--- src/rtl/fetch_pkg.sv ---
// fetch_pkg: shared widths, reset default and FSM state type for the fetch stage.
package fetch_pkg;
    localparam int XLEN = 32;
    localparam int INSTR_BYTES = 4;
    localparam logic [XLEN-1:0] RESET_PC_DEFAULT = 32'h0000_0000;
    typedef enum logic {RUN, DRAIN} fetch_state_t;
endpackage

--- src/rtl/sync_fifo.sv ---
// sync_fifo: circular-buffer FIFO with flush; a pop and a push may share a cycle even when full.
module sync_fifo #(
    parameter int WIDTH = 32,
    parameter int DEPTH = 2
) (
    input  logic                         clk,
    input  logic                         reset,
    input  logic                         flush,
    input  logic                         push,
    input  logic [WIDTH-1:0]             push_data,
    input  logic                         pop,
    output logic [WIDTH-1:0]             head,
    output logic [$clog2(DEPTH+1)-1:0]   count
);
    localparam int AW = DEPTH > 1 ? $clog2(DEPTH) : 1;
    localparam int CW = $clog2(DEPTH + 1);

    logic [WIDTH-1:0] mem [DEPTH];
    logic [AW-1:0] rd_ptr, wr_ptr;
    logic do_push, do_pop;

    function automatic logic [AW-1:0] bump(input logic [AW-1:0] p);
        return p == AW'(DEPTH - 1) ? '0 : p + 1'b1;
    endfunction

    always_comb begin
        do_pop  = pop && count != '0;
        do_push = push && (count != CW'(DEPTH) || do_pop);
        head    = mem[rd_ptr];
    end

    always_ff @(posedge clk)
        if (do_push) mem[wr_ptr] <= push_data;

    always_ff @(posedge clk) begin
        if (reset || flush) begin
            rd_ptr <= '0;
            wr_ptr <= '0;
            count  <= '0;
        end else begin
            if (do_push) wr_ptr <= bump(wr_ptr);
            if (do_pop) rd_ptr <= bump(rd_ptr);
            count <= count + CW'(do_push) - CW'(do_pop);
        end
    end
endmodule

--- src/rtl/instr_fetch.sv ---
// instr_fetch: next-PC selection, credit-limited imem requests, redirect draining and
// buffering of returned {pc, instr} pairs toward decode.
module instr_fetch
    import fetch_pkg::*;
#(
    parameter logic [XLEN-1:0] RESET_PC   = RESET_PC_DEFAULT,
    parameter int              FIFO_DEPTH = 2
) (
    input  logic            clk,
    input  logic            reset,
    input  logic [XLEN-1:0] current_pc,
    output logic [XLEN-1:0] next_pc,
    output logic            imem_req,
    output logic [XLEN-1:0] imem_addr,
    input  logic            imem_gnt,
    input  logic            imem_rvalid,
    input  logic [XLEN-1:0] imem_rdata,
    input  logic            redirect_valid,
    input  logic [XLEN-1:0] redirect_pc,
    output logic            if_valid,
    input  logic            if_ready,
    output logic [XLEN-1:0] if_pc,
    output logic [XLEN-1:0] if_instr
);
    localparam int CW = $clog2(FIFO_DEPTH + 1);

    fetch_state_t state, state_next;
    logic [CW-1:0] outstanding, outstanding_next, drop_cnt, drop_next, remaining;
    logic [CW-1:0] buf_count, tag_count;
    logic [XLEN-1:0] tag_head;
    logic [2*XLEN-1:0] buf_head;
    logic rsp, accept, buf_push, credit;

    always_comb begin
        // A response with nothing outstanding is a protocol error and is ignored.
        rsp              = imem_rvalid && outstanding != '0;
        credit           = int'(outstanding) + int'(buf_count) < FIFO_DEPTH;
        imem_req         = state == RUN && !redirect_valid && !reset && credit;
        imem_addr        = current_pc;
        accept           = imem_req && imem_gnt;
        next_pc          = reset ? RESET_PC
                         : redirect_valid ? redirect_pc & ~XLEN'(INSTR_BYTES - 1)
                         : accept ? current_pc + XLEN'(INSTR_BYTES)
                         : current_pc;
        buf_push         = rsp && state == RUN && !redirect_valid;
        remaining        = outstanding - CW'(rsp);
        outstanding_next = outstanding + CW'(accept) - CW'(rsp);
        drop_next        = redirect_valid ? remaining
                         : state == DRAIN ? drop_cnt - CW'(rsp)
                         : drop_cnt;
        state_next       = redirect_valid ? (remaining != '0 ? DRAIN : RUN)
                         : state == DRAIN ? (drop_next == '0 ? RUN : DRAIN)
                         : state;
        if_valid         = buf_count != '0;
        if_pc            = buf_head[2*XLEN-1:XLEN];
        if_instr         = buf_head[XLEN-1:0];
    end

    always_ff @(posedge clk) begin
        if (reset) begin
            state       <= RUN;
            outstanding <= '0;
            drop_cnt    <= '0;
        end else begin
            state       <= state_next;
            outstanding <= outstanding_next;
            drop_cnt    <= drop_next;
        end
    end

    sync_fifo #(.WIDTH(XLEN), .DEPTH(FIFO_DEPTH)) tag_q (
        .clk(clk), .reset(reset), .flush(redirect_valid),
        .push(accept), .push_data(current_pc),
        .pop(buf_push), .head(tag_head), .count(tag_count)
    );

    sync_fifo #(.WIDTH(2*XLEN), .DEPTH(FIFO_DEPTH)) instr_buf (
        .clk(clk), .reset(reset), .flush(redirect_valid),
        .push(buf_push), .push_data({tag_head, imem_rdata}),
        .pop(if_valid && if_ready), .head(buf_head), .count(buf_count)
    );

    rvalid_in_flight: assert property (@(posedge clk) disable iff (reset)
        !(imem_rvalid && outstanding == '0));
    tags_track_outstanding: assert property (@(posedge clk) disable iff (reset)
        state == RUN |-> tag_count == outstanding);
endmodule

--- config.mk ---
export PLATFORM = sky130hd
export DESIGN_NAME = instr_fetch
export DESIGN_NICKNAME = d
export VERILOG_FILES = /design/src/rtl/fetch_pkg.sv /design/src/rtl/sync_fifo.sv /design/src/rtl/instr_fetch.sv
export SDC_FILE = /design/constraint.sdc
export NUM_CORES = 1
export LEC_CHECK = 0
export CAP_MARGIN = 10
export CELL_PAD_IN_SITES_DETAIL_PLACEMENT = 0
export CELL_PAD_IN_SITES_GLOBAL_PLACEMENT = 1
export CORE_MARGIN = 2
export CORE_UTILIZATION = 55
export CTS_CLUSTER_SIZE = 28
export DETAILED_ROUTE_END_ITERATION = 10
export DONT_BUFFER_PORTS = 1
export PLACE_DENSITY_LB_ADDON = 0.1
export SYNTH_ARGS = -nofsm -noshare
export SYNTH_HDL_FRONTEND = slang
export SYNTH_SLANG_ARGS = --single-unit
--- constraint.sdc ---
create_clock -name clk -period 7.1 [get_ports clk]
set_clock_uncertainty 0.2 [all_clocks]
set_input_delay 0.355 -clock clk [delete_from_list [all_inputs] [get_ports clk]]
set_output_delay 0.355 -clock clk [all_outputs]
set_load 0.01 [all_outputs]
== After elaboration in Yosys (flattened, before gate mapping) ==
Memory sizes are Yosys's and may differ from the RTL's. A register that Yosys moved wholly into a read port is not among the register bits.
Index checks and enable logic that the tools add are counted.
Widths: inputs -> output; s select.
Storage, ports and cells
  memories kept: 2
  input bits: 102
  memory bits (writable): 192
  word-level logic and storage cells: 72
  output and inout bits: 130
  bits in registers: 13
Cells by class
  muxes and demuxes: 21
  reduce and logical (&&, ||, !) cells: 22
  magnitude comparators: 1
  bitwise logic cells: 1
  equal/unequal tests: 2
  $add $sub $neg: 14
Memories
  instr_buf.mem: words 2, bits a word 64, rd ports 1, clocked after Yosys merged registers in 1, write ports 1, RTL line sync_fifo.sv:18  | logic [WIDTH-1:0] mem [DEPTH];
  tag_q.mem: words 2, bits a word 32, rd ports 1, clocked after Yosys merged registers in 1, write ports 1, RTL line sync_fifo.sv:18
Operators by type and width (count)
  $mux 32: 3
  $add 32x3->32 const B: 1
  $mux 1: 16
  $logic_and 1x1->1: 12
  $sub 2x1->2: 5
  $reduce_bool 2->1: 4
  $add 2x1->2: 3
  $add 1x1->1 const B: 4
  $mux 2: 2
  $ne 2x2->1 const B: 2
  $add 2x2->3: 1
  $logic_or 1x1->1: 3
  $lt 3x2->1 const B: 1
  $logic_not 1->1: 2
  $logic_not 2->1: 1
  $not 1->1: 1

== Logic depth before layout (Yosys ltp) ==
  depth after elaboration: 9
  depth in mapped cells: 12
  gate-level depth less buffers: 11

== Cells and area by module ==
From an unflattened synthesis, not the netlist that was laid out.
Unflattened totals
  cell total of the unflattened synthesis: 627
  area, all modules: 9729.3 sq um
Modules (own cells, without submodules)
  sync_fifo at instr_buf: seq. area each 3943.8 sq um, area an instance 5163.7 sq um, cells each 224, times used 1
  sync_fifo at tag_q: seq. area each 2021.9 sq um, area an instance 2676.3 sq um, cells each 125, times used 1
  instr_fetch: seq. area each 100.1 sq um, area an instance 1889.3 sq um, cells each 278, times used 1

== Least setup slack after synthesis ==
Ideal clock, no wire load.
  path type: input to register
  start point: input redirect_valid
  end point: memory instr_buf.mem[0][0] (netlist bit), enable pin
  cell stages on the path: 5
  slack: 2.188 ns
  arrival: 4.218 ns
  library setup time: 0.494 ns
  buffers on the path: 1
  required time: 6.406 ns
  path through: clkbuf_1 > nor2_1 > and2_1 > a21boi_0 > nor2b_1
On the way
  longest elaborated chain between the ends: 5
Ends and longest elaborated chain
  start, declared: RTL line instr_fetch.sv:18  | input logic redirect_valid,
  $logic_not 1->1: RTL line instr_fetch.sv:45  | buf_push = rsp && state == RUN && !redirect_valid;
  $logic_and 1x1->1: RTL line instr_fetch.sv:45
  $logic_and 1x1->1: RTL line sync_fifo.sv:28  | do_push = push && (count != CW'(DEPTH) || do_pop);
  via instr_buf.do_push: RTL line sync_fifo.sv:20  | logic do_push, do_pop;
  $mux 1: RTL line sync_fifo.sv:33  | if (do_push) mem[wr_ptr] <= push_data;
  $mux 1 (not written as such): RTL line sync_fifo.sv:33
  end, declared: RTL line sync_fifo.sv:18
The timed path passes the listed nets, and every way through them passes these cells.

== Worst setup path in the final report ==
  start point: register outstanding[0]
  end point: output next_pc[31]
On the way
  longest elaborated chain between the ends: 7
Ends and longest elaborated chain
  start, declared: RTL line instr_fetch.sv:28  | logic [CW-1:0] outstanding, outstanding_next, drop_cnt, drop_next, remaining;
  start signal, assigned: RTL line instr_fetch.sv:66  | outstanding <= outstanding_next;
  $add 2x2->3: RTL line instr_fetch.sv:37  | credit = int'(outstanding) + int'(buf_count) < FIFO_DEPTH;
  $lt 3x2->1: RTL line instr_fetch.sv:37
  $logic_and 1x1->1: RTL line instr_fetch.sv:38  | imem_req = state == RUN && !redirect_valid && !reset && credit;
  $logic_and 1x1->1: RTL line instr_fetch.sv:40  | accept = imem_req && imem_gnt;
  $mux 32: RTL line instr_fetch.sv:43  | : accept ? current_pc + XLEN'(INSTR_BYTES)
  $mux 32: RTL line instr_fetch.sv:42  | : redirect_valid ? redirect_pc & ~XLEN'(INSTR_BYTES - 1)
  $mux 32: RTL line instr_fetch.sv:41  | next_pc = reset ? RESET_PC
  end, declared: RTL line instr_fetch.sv:12  | output logic [XLEN-1:0] next_pc,
No other way between the ends.

==> impl_metrics.py <==
metrics = {
    "status": {
        "status": "finished, violations left",
        "violations": "hold timing",
    },
    "synth": {
        "seq_area_frac_synth_pct": 67.62,
        "synth-seq-cells": 207,
        "yosysWarnings": 0,
        "synth_nets": 713,
        "ys_top_cells_by_area": "edfxtp_1, mux2_2, dfxtp_1",
        "yosys.cell_types.count": 45,
        "synthCells": 604,
        "yosysTopAreaCell": "edfxtp_1",
        "yosysTopAreaCellShare_pct": 64.27,
        "netlist_area_um2": 8971,
        "postSynthAreaPerCell_um2": 14.85,
    },
    "drt": {
        "avgViaCountPerCell": 5.770,
        "drc": 0,
        "ant_nets": 0,
        "drtIter0Drc": 266,
        "drtPass1Iterations": 5,
        "drt_wl_total_um": 19180,
        "wl_per_cell_um": 22.01,
        "vias": 5026,
    },
    "floorplan": {
        "row_count": 46,
        "die_area_um2": 17350,
        "die_h_um": 131.7,
        "num_io_pins": 232,
        "die_w_um": 131.7,
        "initial_utilization_pct": 56.47,
        "coreArea_um2": 15890,
    },
    "cts": {
        "cts-htree-levels": 1,
        "cts_buffer_depth": 3,
        "post_cts_buffers": 0,
        "clk_latency_ns": 0.50,
        "numCtsBuffers": 22,
        "cts_tree": "done",
        "cts_root_buf": "clkbuf_16",
        "clkTransAtPathRegs_ns": 0.06,
        "clkSinkCount": 207,
    },
    "placement": {
        "dp_cells": 763,
        "pre_cts_slack_ns": 3.099,
        "port_buffers": 0,
        "hpwl_um": 11430,
        "place_area_um2": 8944,
        "place_congestion": 0.7936,
    },
    "worst_setup_path": {
        "crit_fanout": 19,
        "worstPathRequired_ns": 6.55,
        "worst_setup_path_end_kind": "output port",
        "path_class": "register to output port",
        "max_stage_delay_ns": 0.58,
        "critPathBufInv": 2,
        "cp-start-kind": "register",
        "path_cells": "inv_1 > nor2_1 > fa_1 > or4b_4 > nor2_2 > inv_2 > or4_1 > or3_1 > a311oi_1",
        "cp.arrival_ns": 3.97,
        "rrSetupSlack_ns": 3.48,
        "worst_path_dominant_cell_family": "simple AND/OR/NAND/NOR gates",
        "cp_slowest_cell": "or4_1",
    },
    "sta": {
        "finalCritPeriodShare_pct": 63.72,
        "setup_viol": 0,
        "rsz0062_at_grt": "no",
        "fin_crit_ns": 4.524,
        "slew_viol_final": 0,
        "tns_ns": 0,
        "fmax_mhz": 221.1,
        "hold_violations": 1,
        "worst_slew_margin_rel_pct": 28.66,
        "worst_slack_ns": 2.576,
        "worst_pin_slew_ns": 1.068,
        "fin_hold_ws_ns": -0.0005604,
    },
    "hold_path": {
        "min_path_type": "primary input to register",
    },
    "global_route": {
        "grt_pass1_wl_um": 28790,
        "grt_max_degree": 65,
        "gr-usage-all-layers_pct": 21.53,
        "grt_pass1_vias": 5010,
        "grt_overflow": 0,
        "antenna_found_initial": 0,
    },
    "finish": {
        "seq_area_um2": 6071,
        "fillers": 1160,
        "multiInputGateArea_um2": 2546,
        "area_growth_pct": 15.82,
        "layout-drive-gt1-share_pct": 22.60,
        "diodes": 0,
        "fin_nets": 748,
        "final_cell_area_um2": 10390,
        "instances_no_fill": 871,
    },
    "power": {
        "power_density_nw_per_um2": 278.5,
        "vdd_drop_max_uv": 178.3,
        "leakagePower_nw": 3.315,
    },
    "job": {
        "maxCapViolations": 0,
    },
}
-- Yosys cell counts (all sizes together) --
master,instances
a2111oi,1
a211oi,20
a21boi,1
a21oi,7
a311oi,4
a31oi,2
a32oi,1
and2,6
and3,2
and4,2
buf,37
clkbuf,22
dfxtp,15
edfxtp,192
fa,1
ha,6
inv,11
mux2,96
mux2i,2
nand2,26
nand2b,1
nand3,8
nand3b,1
nand4,7
nor2,48
nor2b,2
nor3,9
nor4,14
nor4b,1
o211ai,2
o21a,1
o21ai,7
o21bai,2
or2,4
or3,5
or4,3
or4b,1
xnor2,26
xor2,8
-- flip-flops by register name, summed over array words and instances, names as in the netlist, 2 cells and up, named ones only --
name,cells
instr_buf.count,2
tag_q.mem,64
instr_buf.mem,128
outstanding,2
drop_cnt,2
tag_q.count,2
-- layout by cell type (no fill, tap or decap), drive strengths merged, types with 2 or more instances in the layout --
| cell type | n |
|---|---|
| bufinv | 4 |
| clkinvlp | 3 |
| xor2 | 8 |
| mux2 | 96 |
| nand4 | 7 |
| dfxtp | 15 |
| nor2 | 48 |
| xnor2 | 26 |
| ha | 6 |
| or4 | 3 |
| a211oi | 20 |
| mux2i | 2 |
| and3 | 2 |
| o21bai | 2 |
| edfxtp | 192 |
| o21ai | 7 |
| inv | 12 |
| nand3 | 8 |
| or2 | 4 |
| buf | 2 |
| nor4 | 14 |
| or3 | 5 |
| a31oi | 2 |
| nor2b | 2 |
| clkinv | 7 |
| clkbuf | 25 |
| nand2 | 26 |
| and2 | 6 |
| nor3 | 9 |
| dlygate4sd3 | 68 |
| a21oi | 7 |
| o211ai | 2 |
| a311oi | 4 |
| and4 | 2 |
-- layer usage --
layer	up-vias	global-route usage [%]	part of all wire, %
li1	2312	-	-
met1	2510	26.99	41
met2	185	37.75	51
met3	19	5.556	7.3
met4	0	4.952	1.1
met5	-	0	0
-- worst paths after layout --
| kind | start | to | cells past startpoint |
|---|---|---|---|
| max | outstanding[0]$_SDFF_PP0_ | next_pc[31] | 9 |
| min | redirect_valid | tag_q.wr_ptr$_SDFFE_PP0P_ | 2 |
| max reg2reg | outstanding[0]$_SDFF_PP0_ | tag_q.mem[1][26]$_DFFE_PP_ | 7 |
| min reg2reg | instr_buf.rd_ptr$_SDFFE_PP0P_ | instr_buf.rd_ptr$_SDFFE_PP0P_ | 2 |
-- cell type report --
type / instances / area share (%)
clock buffer: 25 / 5.612
inverter: 11 / 0.3974
clock inverter: 15 / 1.758
tap: 216 / 2.601
multi-input combinational: 327 / 24.51
timing repair buffer: 70 / 6.696
sequential: 207 / 58.43
-- where the power goes --
group / leakage (nW) / internal, W / switching, W
Sequential: 1.86 / 0.00141 / 0.0000232
Clock: 0.368 / 0.000737 / 0.000455
Combinational: 1.09 / 0.000111 / 0.000160
-- per-stage QoR --
stage	total power [W]	utilization (%)	hold WS, ns
6_report	0.002893	65.41	-0.0005604
5_1_grt	0.002990	65.41	0.007843
4_1_cts	0.002916	65.41	0.0005454
3_5_place_dp	0.001691	56.30	0.2330
3_3_place_gp	0.001683	56.30	0.2302
2_1_floorplan	0.001660	-	0.2539
-- what timing repair did --
item | 4_1_cts | 5_1_grt
hold buffers | 68 | 0
endpoints found under the hold margin | 133 | 0
setup endpoints to repair | 0 | 0
resized for setup | 0 | 0
-- cells by family after synthesis --
kind of cell,share of synthesized area (%)
buffers and inverters,4.282
flip-flops,67.62
XOR/XNOR,3.319
AND/OR/NAND/NOR,7.768
adder cells (fa/ha/maj),1.060
AO/OA/AOI/OAI,3.682
multiplexers,12.27
Power figures use the tool's default switching activity.
